**src/rtl/oa_pos_pipe.sv**
```systemverilog
// Pipelined product-of-sums (OR-AND) evaluator with valid/ready handshakes, runtime group mask and complementary output.
// Optional saturating rise counter on delivered Q, enabled by defining OA_POS_PIPE_RISE_CNT_EN.
module oa_pos_pipe #(
    parameter int GROUPS = 3,
    parameter int GW     = 2,
    parameter int CNT_W  = 8
) (
    input  logic                   CLK,
    input  logic                   RSTB,
    input  logic [GROUPS*GW-1:0]   IN,
    input  logic                   IN_VALID,
    output logic                   IN_READY,
    input  logic                   MASK_WE,
    input  logic [GROUPS-1:0]      MASK_D,
    output logic                   Q,
    output logic                   QN,
    output logic                   Q_VALID,
    input  logic                   Q_READY,
    output logic [GROUPS-1:0]      GRP_OR,
    output logic [CNT_W-1:0]       RISE_CNT
);

    logic [GROUPS-1:0] mask_q, mask_d;
    logic [GROUPS-1:0] s1_or_q, s1_or_d;
    logic              s1_valid_q, s1_valid_d;
    logic              q_q, q_d;
    logic              qn_q, qn_d;
    logic              q_valid_q, q_valid_d;
    logic [GROUPS-1:0] grp_or_q, grp_or_d;
    logic [GROUPS-1:0] in_or;
    logic              s2_load, s1_load, accept, handshake;

    // A masked group is forced true so it drops out of the final AND.
    generate
        for (genvar gi = 0; gi < GROUPS; gi++) begin : g_or
            assign in_or[gi] = (|IN[gi*GW +: GW]) | mask_q[gi];
        end
    endgenerate

    assign s2_load   = !q_valid_q || Q_READY;
    assign s1_load   = !s1_valid_q || s2_load;
    assign accept    = IN_VALID && s1_load;
    assign handshake = q_valid_q && Q_READY;

    always_comb begin
        mask_d     = mask_q;
        s1_or_d    = s1_or_q;
        s1_valid_d = s1_valid_q;
        q_d        = q_q;
        qn_d       = qn_q;
        q_valid_d  = q_valid_q;
        grp_or_d   = grp_or_q;

        if (MASK_WE) mask_d = MASK_D;

        if (accept) begin
            s1_valid_d = 1'b1;
            s1_or_d    = in_or;
        end else if (s2_load) begin
            s1_valid_d = 1'b0;
        end

        if (s1_valid_q && s2_load) begin
            q_d       = &s1_or_q;
            qn_d      = ~(&s1_or_q);
            grp_or_d  = s1_or_q;
            q_valid_d = 1'b1;
        end else if (Q_READY) begin
            q_valid_d = 1'b0;
        end
    end

    always_ff @(posedge CLK) begin
        if (!RSTB) begin
            mask_q     <= '0;
            s1_or_q    <= '0;
            s1_valid_q <= 1'b0;
            q_q        <= 1'b0;
            qn_q       <= 1'b1;
            q_valid_q  <= 1'b0;
            grp_or_q   <= '0;
        end else begin
            mask_q     <= mask_d;
            s1_or_q    <= s1_or_d;
            s1_valid_q <= s1_valid_d;
            q_q        <= q_d;
            qn_q       <= qn_d;
            q_valid_q  <= q_valid_d;
            grp_or_q   <= grp_or_d;
        end
    end

    assign IN_READY = s1_load;
    assign Q        = q_q;
    assign QN       = qn_q;
    assign Q_VALID  = q_valid_q;
    assign GRP_OR   = grp_or_q;

`ifdef OA_POS_PIPE_RISE_CNT_EN
    logic [CNT_W-1:0] rise_cnt_q, rise_cnt_d;
    logic             last_q_q, last_q_d;

    // Rises are judged on delivered results only, so stalled outputs count once.
    always_comb begin
        rise_cnt_d = rise_cnt_q;
        last_q_d   = last_q_q;
        if (handshake) begin
            last_q_d = q_q;
            if (q_q && !last_q_q && (rise_cnt_q != {CNT_W{1'b1}})) begin
                rise_cnt_d = rise_cnt_q + 1'b1;
            end
        end
    end

    always_ff @(posedge CLK) begin
        if (!RSTB) begin
            rise_cnt_q <= '0;
            last_q_q   <= 1'b0;
        end else begin
            rise_cnt_q <= rise_cnt_d;
            last_q_q   <= last_q_d;
        end
    end

    assign RISE_CNT = rise_cnt_q;
`else
    logic unused_handshake;
    assign unused_handshake = handshake;
    assign RISE_CNT         = '0;
`endif

endmodule
```
**config.mk**
```make
export PLATFORM = sky130hd
export DESIGN_NAME = oa_pos_pipe
export DESIGN_NICKNAME = d
export VERILOG_FILES = /design/src/rtl/oa_pos_pipe.sv
export SDC_FILE = /design/constraint.sdc
export NUM_CORES = 1
export LEC_CHECK = 0
export CAP_MARGIN = 10
export CORE_MARGIN = 5
export CORE_UTILIZATION = 41
export DETAILED_ROUTE_END_ITERATION = 10
export PLACE_DENSITY = 0.91
export SYNTH_ARGS = -nofsm -noshare
export SYNTH_HDL_FRONTEND = slang
export SYNTH_SLANG_ARGS = --single-unit
export TNS_END_PERCENT = 30
```
**constraint.sdc**
```tcl
create_clock -name CLK -period 2.5 [get_ports CLK]
set_input_delay 0.625 -clock CLK [delete_from_list [all_inputs] [get_ports CLK]]
set_output_delay 0.625 -clock CLK [all_outputs]
set_load 0.005 [all_outputs]
```
### Yosys cells after proc, flatten, opt, wreduce, memory -nomap -nowiden

Cells that the tools add are included.
Widths: inputs -> output; s select.

* register bits after elaboration: 13
* bits in latches: 0
* RAM bits: 0
* bits in read-only memories: 0
* input port bits: 14
* logic and storage cells: 27
* memories: 0

* $add $sub $neg: 0
* multipliers: 0
* divide/modulo/power cells: 0
* magnitude comparators: 0
* equal/unequal tests: 0
* shifts and indexed selects: 0
* multiplexer cells: 4
* bitwise operators: 4
* reductions and logical operators: 12

Operators by type and width (count)
* $reduce_or 2->1: 3
* $mux 1: 4
* $reduce_bool 2->1: 2
* $or 1x1->1: 3
* $reduce_and 3->1: 1
* $logic_and 1x1->1: 2
* $logic_not 1->1: 2
* $logic_or 1x1->1: 2
* $not 1->1: 1

### Logic depth before layout (Yosys ltp)

Gate-level depths: netlist of the first run.

* depth after elaboration: 5
* depth in mapped cells: 4

### Worst setup path before layout of the first run

Ideal clock, no wire load.

* path type: input-to-output
* start point: input Q_READY
* end point: output IN_READY
* arrival time: 0.851 ns
* slack: 1.024 ns
* stages on the path: 1
* buffers on the path: 0
* cells stage by stage: nand3b_2

* cells in the longest elaborated chain, start to end: 2

Ends and longest elaborated chain
* from (decl): line 18 `input logic Q_READY,`
* $logic_or 1x1->1: line 40 `assign s2_load = !q_valid_q || Q_READY;`
* $logic_or 1x1->1: line 41 `assign s1_load = !s1_valid_q || s2_load;`
* to (decl): line 12 `output logic IN_READY,`

No other way between the ends.

### Worst setup path after layout of the first run

Same ends and word-level chain as after synthesis.

==> results of run 1 <==
-- state kept, by name (all words and copies together) (netlist names) --
register	flops
GRP_OR	3
Q	1
QN	1
Q_VALID	1
mask_q	3
s1_or_q	3
s1_valid_q	1
-- worst max-delay path: stages --
cell and delay [ps]:
clkdlybuf4s50_1 480, nand3b_2 130, clkdlybuf4s50_1 500
-- stage by stage --
stage | total power [W] | setup WS [ps] | hold slack, ps | instance area [µm²]
floorplan | 0.0002689 | 1024 | 452.0 | 616.8
global placement | 0.0002896 | 152.6 | 466.5 | 767.0
detailed placement | 0.0002924 | 130.2 | 481.0 | 767.0
CTS | 0.0004192 | 118.4 | 490.4 | 793.3
global route | 0.0004364 | 103.1 | 506.8 | 793.3
finish | 0.0004125 | 133.7 | 482.4 | 793.3
-- cell families (layout without fill, tap and decap cells) --
kind of cell           Yosys count  after routing  synth area share (%)
DFF                             13             13                 44.07
other                            1              8                0.6350
muxes                            3              3                 5.085
buffers and inverters           13             28                 14.83
AOI/OAI and AO/OA               19             19                 21.40
and+or+nand+nor                 14             14                 13.98
-- cells in the mapped netlist --
library cell,count,area [µm²]
inv_2,2,7.510
dfxtp_1,13,260.3
and3_1,1,6.260
mux2i_1,3,30.03
nand3_1,4,20.02
buf_6,1,11.26
a21o_1,2,15.01
nand3b_2,1,11.26
a21oi_2,1,8.760
buf_4,8,60.06
inv_1,1,3.750
o21ai_1,4,20.02
nor3_1,3,15.01
conb_1,1,3.750
nor2_1,3,11.26
buf_2,1,5.000
a21oi_1,9,45.04
and2b_4,1,10.01
nand2b_2,1,8.760
a211oi_2,3,37.54
-- metal layers --
layer,up-vias,track usage (%)
met1,221,12.69
met3,2,5.639
met4,0,8.065
li1,246,-
met2,21,21.90
met5,-,0
-- worst max-delay path by stage --
stage,startpoint,to,slack (ps)
6_report,Q_READY,IN_READY,130
5_1_grt,Q_READY,IN_READY,100
4_1_cts,Q_READY,IN_READY,120
3_5_place_dp,Q_READY,IN_READY,130
3_3_place_gp,Q_READY,IN_READY,150
2_1_floorplan,Q_READY,IN_READY,1020
-- final cells by class --
cell class / instances / share of cell area [%]
clock buffers: 4 / 3.312
inverters: 3 / 1.420
multi-input cells: 44 / 33.91
flip-flops and latches: 13 / 32.81
well taps: 15 / 2.366
repair buffers: 21 / 26.18
-- where the power goes --
| part | switching [W] | internal, W | leakage (nW) | total [W] |
|---|---|---|---|---|
| logic | 0.0000253 | 0.0000358 | 0.195 | 0.0000611 |
| clock network | 0.0000629 | 0.0000619 | 0.0150 | 0.000125 |
| registers | 0.00000902 | 0.000218 | 0.107 | 0.000227 |
| total | 0.0000972 | 0.000315 | 0.317 | 0.000413 |
==> run summary, run 1 <==
clock buffer depth = 2
Synth Warn # = 0
diodes inserted = 0
met2 wire len = 668 µm
RSZ-0062 raised after global routing = no
I/O Buffers = 20
final core occ = 59.47%
Hold EP = GRP_OR[2]
clk root buf = clkbuf_4
initial antenna violation count = 0
layout cell share with drive strength beyond 1 = 15.29%
crit path DAT = 1740 ps
routed len/inst = 12.92 µm
core box area = 1334 µm²
largest net degree at the start of global routing = 14
register area = 260.3 µm²
fmax = 0.4226 GHz
Post-Route Setup TNS = 0 ps
most common cell after layout, fill and taps aside = clkdlybuf4s50_1
Critical Path Fanout Max = 3
Sink Count = 13
Routed Antenna Nets = 0
Die Wd = 47.95 µm
Reg clk slew, reported paths = 70 ps
Mapped Area = 590.6 µm²
Clk Latency, worst-skew pair = 270 ps
router iterations before antenna repair = 4
drt initial violations = 5
Hold Crit Class = flip-flop to flip-flop
Hold Path Stages = 2
FF-to-FF Start = s1_valid_q
max-slew violation count = 0
Syn-to-layout area delta = 34.32%
detailed-route DRC error count = 0
CTS tree = yes
final weighted congestion in routability-driven placement = 0.7131
Worst setup SP type = primary input
Final Skew = 3.771 ps
non-filler cells, final = 100
Cell Rows = 13
syn_area_per_cell = 9.374 µm²
Initial Util = 44.28%
Die Y = 47.95 µm
vias in the first global route = 445
maximum vdd drop = 0.0002440 V
hold path start = GRP_OR[2]
dpl hpwl = 1050 µm
first-pass GRT wire length = 1918 µm
Max Cap Viol = 0
Resize count post-CTS = 0
post-synth cell types = 20
post-synthesis sequential area ratio = 44.07%
via/cell ratio = 4.900
Post-CTS Setup Bufs = 0
crit path capture type = output port
final period demand of the worst path = 2366 ps
I/O pin count = 29
highest routed layer = met4
Tcrit/Tclk final = 94.65%
FF-to-FF setup slack = 1330 ps
GR Overflow Total = 0
Syn Inst Count = 63
critical path class = primary input to output port
Seq cells post-synth = 13
# fillers = 127
pwr/cell area = 520.0 nW/µm²
Final Hold Fails = 0
H-tree depth = 1
Critical Path RT = 1880 ps
end of the worst register-to-register path = s1_or_q[0]
highest-count cells in the layout ignoring fill and taps = 20 x clkdlybuf4s50_1, 13 x dfxtp_1, 9 x a21oi_1
final setup fails = 0
Inst Count DP = 96
WL met1 = 489 µm
drt total wl = 1292 µm
metal3 WL = 110 µm
cts bufs inserted = 3
final net count = 100
FF-to-FF path depth = 4
area of the multi-input gates = 269.0 µm²
Die ar. = 2299 µm²
Post-CTS Hold Buffers = 0
status = finished clean
static leakage = 0.3167 nW
total number of vias = 490
GR Util All Layers = 12.88%
No activity file was read; power rests on OpenSTA's default activity.
==> inputs of run 2 (changes only) <==
--- a/config.mk
+++ b/config.mk
@@ -10,6 +10,7 @@
 export CORE_UTILIZATION = 41
 export DETAILED_ROUTE_END_ITERATION = 10
 export PLACE_DENSITY = 0.91
+export SLEW_MARGIN = 10
 export SYNTH_ARGS = -nofsm -noshare
 export SYNTH_HDL_FRONTEND = slang
 export SYNTH_SLANG_ARGS = --single-unit
==> results of run 2 <==
No change in the layout: final DEF, timing and power equal those of run 1.
==> inputs of run 3 (changes only) <==
--- a/config.mk
+++ b/config.mk
@@ -5,10 +5,10 @@
 export SDC_FILE = /design/constraint.sdc
 export NUM_CORES = 1
 export LEC_CHECK = 0
-export CAP_MARGIN = 10
 export CORE_MARGIN = 5
 export CORE_UTILIZATION = 41
 export DETAILED_ROUTE_END_ITERATION = 10
+export GPL_TIMING_DRIVEN = 0
 export PLACE_DENSITY = 0.91
 export SLEW_MARGIN = 10
 export SYNTH_ARGS = -nofsm -noshare
==> constraint.sdc (replaced) <==
create_clock -name CLK -period 3 [get_ports CLK]
set_input_delay 0.75 -clock CLK [delete_from_list [all_inputs] [get_ports CLK]]
set_output_delay 0.75 -clock CLK [all_outputs]
set_load 0.005 [all_outputs]
==> run summary, run 3 (synthesis gave the netlist of run 1 again) <==
Sink Count = 13
detailed-route DRC error count = 0
maximum vdd drop = 0.0002515 V
I/O Buffers = 20
Die Wd = 47.95 µm
Finished Cell Area = 862.1 µm²
final net count = 109
slowest stage delay, CP = 520 ps
max-slew violation count = 0
final period demand of the worst path = 2675 ps
FF-to-FF Start = s1_valid_q
status = finished clean
# fillers = 117
RSZ-0062 raised after global routing = no
Reg clk slew, reported paths = 70 ps
Cell Rows = 13
layout cell share with drive strength beyond 1 = 23.40%
Post-CTS Hold Buffers = 0
I/O pin count = 29
pwr/cell area = 408.1 nW/µm²
Critical Path Fanout Max = 5
Fin Hold WS = 483.3 ps
static leakage = 0.3662 nW
largest net degree at the start of global routing = 11
Worst setup SP type = primary input
slowest CP cell = clkdlybuf4s50_1
H-tree depth = 1
area of the multi-input gates = 269.0 µm²
Die Y = 47.95 µm
crit path launch = Q_READY
CP Cell Sequence = clkdlybuf4s50_1, nand3b_2, clkdlybuf4s50_1
FF-to-FF path depth = 4
Post-Route Setup TNS = 0 ps
Hold Crit Class = flip-flop to flip-flop
Routed Antenna Nets = 0
WL met1 = 485 µm
fmax = 0.3739 GHz
via/cell ratio = 4.798
crit path capture type = output port
Syn-to-layout area delta = 45.97%
metal3 WL = 125 µm
routed len/inst = 11.34 µm
initial antenna violation count = 0
Clk Latency, worst-skew pair = 270 ps
Area after DPL = 835.8 µm²
Hold Path Stages = 2
diodes inserted = 0
FF-to-FF setup slack = 2000 ps
router iterations before antenna repair = 5
Critical Path RT = 2250 ps
crit path DAT = 1920 ps
Tcrit/Tclk final = 89.16%
total number of vias = 523
vias in the first global route = 450
drt initial violations = 6
highest routed layer = met4
hold path start = GRP_OR[1]
first-pass GRT wire length = 1863 µm
GR Util All Layers = 12.22%
met2 wire len = 596 µm
register area = 260.3 µm²
Most common cell on crit path = clkdlybuf4s50_1
drt total wl = 1236 µm
clock buffer depth = 2
Post-CTS Setup Bufs = 0
highest-count cells in the layout ignoring fill and taps = 20 x clkdlybuf4s50_1, 13 x dfxtp_1, 9 x a21oi_1
core box area = 1334 µm²
critical path class = primary input to output port
most common cell after layout, fill and taps aside = clkdlybuf4s50_1
Die ar. = 2299 µm²
dpl hpwl = 1031 µm
Max Cap Viol = 0
Initial Util = 44.28%
clk root buf = clkbuf_4
final setup fails = 0
Final Skew = 6.977 ps
Resize count post-CTS = 0
cts bufs inserted = 3
GR Overflow Total = 0
final weighted congestion in routability-driven placement = 0.7022
Final Hold Fails = 0
CTS tree = yes
==> run 3: cell types whose count changed in the layout (fill, tap and decap cells not counted) <==
cell and delta:
buf_4 +7, buf_2 +1, buf_6 +1
==> run 3: worst paths after layout <==
| path | to |
|---|---|
| max | IN_READY |
| min | GRP_OR[1] |
| max reg2reg | s1_or_q[1] |
| min reg2reg | GRP_OR[1] |
==> run 3: cell type report <==
type / instances / share of cell area (%)
clock buffers: 4 / 3.048
inverters: 3 / 1.306
well taps: 15 / 2.177
repair buffers: 20 / 23.22
multi-input cells: 44 / 31.20
flip-flops and latches: 13 / 30.19
plain buffers: 10 / 8.853
==> run 3: per-stage QoR <==
step	cells	setup slack, ps	util, %	total power (W)
after floorplan	70	1274	-	0.0002241
after global routing	109	259.7	64.63	0.0003781
after detailed placement	105	332.2	62.66	0.0002527
final	109	325.2	64.63	0.0003518
after global placement	105	343.0	62.66	0.0002508
after CTS	109	324.5	64.63	0.0003552
==> run 3: report_power, final <==
group / internal (W) / total (W) / switching, W
Sequential: 0.000181 / 0.000187 / 0.00000564
Combinational: 0.0000380 / 0.0000622 / 0.0000242
Clock: 0.0000514 / 0.000103 / 0.0000511
Total: 0.000271 / 0.000352 / 0.0000809
==> run 3: critical path: cells and delay by family <==
| family | cells | cell delay [ps] |
|---|---|---|
| buf+inv | 2 | 1000 |
| simple gates | 1 | 170 |
==> run 3: metal layers <==
layer  GRT usage (%)  up-vias
li1                -      269
met1           12.98      226
met2           19.53       24
met3           5.263        4
met4           8.065        0
met5               0        -
==> patch 1: new RTL, config.mk and constraints of run 2 <==
Change the parameter `CNT_W` from 8 to 6.
--- a/src/rtl/oa_pos_pipe.sv
+++ b/src/rtl/oa_pos_pipe.sv
@@ -4,5 +4,5 @@
     parameter int GROUPS = 3,
     parameter int GW     = 2,
-    parameter int CNT_W  = 8
+    parameter int CNT_W  = 6
 ) (
     input  logic                   CLK,
Interface: changed (resized RISE_CNT); port bits go from 29 to 27. No check against the original RTL was run, so the function may have changed too.
==> patch 1 against run 2 <==
Final area decreased by 0.95%. Via count shrank 3.3%. Total power increased by 1.1%. Area after synthesis decreased by 2.5%. Routed wire length decreased by 16%. Sequential cell count unchanged. Worst setup slack improved by 0.011 ns. Critical path type unchanged. Highest routed layer unchanged.
==> patch 1: results (changes against run 2) <==
XOR/XNOR Fraction of Synth Area - 0% (unchanged)
DP Area - 759.5 um2 (-0.98%)
Global-route wire length before repair - 1766 um (-7.9%)
Via count - 474 (-3.3%)
Register area share after synthesis - 45.22% (+1.1 points)
Post-Route WL - 1091 um (-16%)
VDD IR max - 0.3656 mV (+50%)
Post-CTS Setup Bufs - 0 (unchanged)
Detailed placer's ending HPWL - 846.5 um (-19%)
DRT met1 WL - 437 um (-11%)
Ratio of routed vias to standard cells - 4.837 (-1.3%)
Post-synthesis adder-cell area fraction - 0% (unchanged)
Clock buffer count from CTS - 3 (unchanged)
Final Skew - 0.006398 ns (+0.002627 ns)
# resized after CTS - 0 (unchanged)
Total Routing Usage GR - 12.24% (-0.64 points)
Logic pwr share - 14.1% (-0.7 points)
Outcome - finished clean
Worst Path Arrival - 1.73 ns
WL met3 - 113 um (+2.7%)
Pre-CTS setup slack - 0.1415 ns (+0.01130 ns)
Top sig layer - met4
Worst skew pair latency - 0.28 ns
Final nets - 98 (-2.0%)
Commonest cells post-synth - dfxtp_1, a21oi_1, buf_4
Mux cell area share after synthesis - 5.217% (+0.13 points)
Sw Ratio - 24.37% (+0.82 points)
Post-placement cell count - 94 (-2.1%)
Clock-pin slew on the worst setup and hold paths - 0.07 ns (about the same)
Ys async rst share - 0% (unchanged)
TritonRoute pass-1 iters - 4 (unchanged)
Crit Path Max Fanout - 3 (unchanged)
Class of the worst hold path - flop to flop
Initial antenna violation count - 0 (unchanged)
Placer Congestion - 0.7491 (+5.0%)
Number of distinct library cells after synthesis - 20 (unchanged)
Max Slew Vio Count - 0 (unchanged)
Initial DRC Count - 6 (+1)
Root Buffer - clkbuf_4
Syn_area_per_cell - 9.435 um2 (+0.65%)
Met2 routed WL - 493 um (-26%)
Synth area leaders - dfxtp_1, a21oi_1, buf_4
CTS Buffer Depth - 2 (unchanged)
Proportion of layout cells with a drive suffix above 1 - 15.66% (+0.37 points)
Worst hold path depth - 2 (unchanged)
Compound-Gate Fraction of Synth Area - 21.96% (+0.56 points)
Synth Warn # - 0 (unchanged)
Vias in the first global route - 419 (-5.8%)
Largest net degree at the start of global routing - 14 (unchanged)
LEAKAGE - 0.3102 nW (-2.0%)
Fillers - 115 (-9.4%)
[patch 1: cell types whose count changed in the layout (fill, tap and decap cells not counted)]
| cell | run 2 | this run |
|---|---|---|
| conb_1 | 8 | 6 |
[patch 1: layout make-up]
class	instances	area (um2)	share of cell area (%)
multi-input combinational	42	261.5	33.28
sequential	13	260.3	33.12
timing repair buffer	21	207.7	26.43
clock buffer	4	26.28	3.344
tap	15	18.77	2.389
inverter	3	11.26	1.433
[patch 1: per-layer routing]
layer  GRT usage, %  up-vias
met1          14.38      205
met4          14.92        0
li1               -      246
met3          3.759        4
met2          15.78       19
met5              0        -
[patch 1: kinds of logic after synthesis]
group / count (synthesis)
compound gates: 19
simple gates: 14
other cells: 1
flops: 13
buf+inv: 11
mux: 3
[patch 1: worst paths after layout]
path                   start    endpoint  slack (ns)
setup / recovery     Q_READY    IN_READY        0.15
hold / removal     GRP_OR[1]   GRP_OR[1]        0.48
setup reg to reg  s1_valid_q  s1_or_q[0]        1.38
hold reg to reg    GRP_OR[1]   GRP_OR[1]        0.48
[patch 1: power by group through the flow]
stage / Combinational (mW) / Clock [mW] / Sequential, mW
after detailed placement: 0.0588 / 0 / 0.231
final: 0.0590 / 0.132 / 0.226
after floorplan: 0.0379 / 0 / 0.228
after global routing: 0.0646 / 0.143 / 0.228
after global placement: 0.0579 / 0 / 0.231
after CTS: 0.0591 / 0.135 / 0.226
[patch 1: critical path: stages]
cell and delay, ns:
clkdlybuf4s50_1 0.48, nand3b_2 0.13, clkdlybuf4s50_1 0.50
==> patch 2: new RTL, settings of run 2 <==
Made on the original files. The option `OA_POS_PIPE_RISE_CNT_EN` is turned on by a define.
--- a/src/rtl/oa_pos_pipe.sv
+++ b/src/rtl/oa_pos_pipe.sv
@@ -1,4 +1,6 @@
 // Pipelined product-of-sums (OR-AND) evaluator with valid/ready handshakes, runtime group mask and complementary output.
 // Optional saturating rise counter on delivered Q, enabled by defining OA_POS_PIPE_RISE_CNT_EN.
+`define OA_POS_PIPE_RISE_CNT_EN
+
 module oa_pos_pipe #(
     parameter int GROUPS = 3,
Behaviour: not the same (a bounded check fails within 4 cycles, from zero or initial values and one cycle with RSTB low).
==> patch 2 against run 2 <==
Final cell count is 61% higher. Worst setup slack better by 0.0078 ns. Via count grew 76%. Non-clock buffer count grew 9. Area after synthesis is 62% higher. Worst hold slack gained 0.0034 ns. Global-route usage about the same. Sequential cell count increased by 9. Routed wire length grew 63%. Final area grew 64%. Total power rose by 42%. First-iteration DRC count increased to 4.0 times the old value. Critical endpoint unchanged. Highest routed layer unchanged.
==> patch 2: results (changes against run 2) <==
Input/output buffers - 28 (+40%)
Synth Instances - 102 (+62%)
LEAKAGE - 0.4817 nW (+52%)
Register area share after synthesis - 45.95% (+1.9 points)
Outcome - finished clean
Final nets - 150 (+50%)
Routed length per placed instance - 13.06 um (+1.1%)
Switching pwr - 0.1307 mW (+35%)
Final Skew - 0.003255 ns (-0.0005155 ns)
TritonRoute pass-1 iters - 5 (+1)
Synth area leaders - dfxtp_1, mux2i_1, a21boi_0
Number of distinct library cells after synthesis - 29 (+45%)
Min Hold Slack - 0.4858 ns (+0.003405 ns)
Via count - 860 (+76%)
DP Area - 1281 um2 (+67%)
Vias in the first global route - 829 (+86%)
Pre-CTS setup slack - 0.1367 ns (+0.006528 ns)
Total Routing Usage GR - 12.89% (+0.014 points)
Initial DRC Count - 20 (+15)
Global-route wire length before repair - 3450 um (+80%)
Crit Path Max Fanout - 2 (-1)
Worst skew pair latency - 0.30 ns (+0.03 ns)
Largest net degree at the start of global routing - 24 (+10)
Reg2Reg Setup Slack - 1.07 ns (-0.26 ns)
Placer Congestion - 0.8029 (+13%)
Clock-pin slew on the worst setup and hold paths - 0.11 ns (+0.04 ns)
Final min period - 2.359 ns (-0.007765 ns)
Proportion of layout cells with a drive suffix above 1 - 6.767% (-8.5 points)
==> patch 2: power by group through the flow <==
| stage | logic, mW | registers [mW] | clock network (mW) |
|---|---|---|---|
| floorplan | 0.0238 | 0.376 | 0 |
| global placement | 0.0568 | 0.377 | 0 |
| detailed placement | 0.0592 | 0.377 | 0 |
| CTS | 0.0592 | 0.369 | 0.165 |
| global route | 0.0643 | 0.371 | 0.175 |
| finish | 0.0588 | 0.370 | 0.157 |
==> patch 2: layout make-up <==
cell class | instances | area [um2]
clock buffers | 3 | 22.52
fillers | 187 | 908.4
inverters | 2 | 7.507
multi-input cells | 76 | 503.0
flip-flops and latches | 22 | 440.4
well taps | 28 | 35.03
repair buffers | 30 | 295.3
==> patch 2: metal layers <==
metal  up-vias  routed length [um]  track usage (%)
met5         -                   0                0
met4         0                  45            6.954
met3         6                 134            2.632
met2        35                1042            21.69
met1       397                 880            15.26
li1        422                   -                -
==> patch 2: final timing paths <==
| check | from | to | cells past startpoint |
|---|---|---|---|
| hold reg to reg | last_q_q | last_q_q | 2 |
| hold / removal | last_q_q | last_q_q | 2 |
| setup / recovery | Q_READY | IN_READY | 3 |
| setup reg to reg | RISE_CNT[0] | RISE_CNT[1] | 5 |
==> patch 2: cells by family (layout without fill, tap and decap cells) <==
logic type               Yosys count  in the layout  synth area share [%]
AO/OA/AOI/OAI                     15             15                 11.62
flip-flops                        22             22                 45.95
adder cells (fa/ha/maj)            1              1                 1.305
multiplexers                       6              6                 6.267
buffers and inverters              4             35                 1.567
XOR/XNOR                           4              4                 3.655
AND/OR/NAND/NOR                   50             50                 29.64
==> patch 2: worst max-delay path: stages <==
cell             delay (ns)
clkdlybuf4s50_1        0.47
nand3b_1               0.13
clkdlybuf4s50_1        0.51
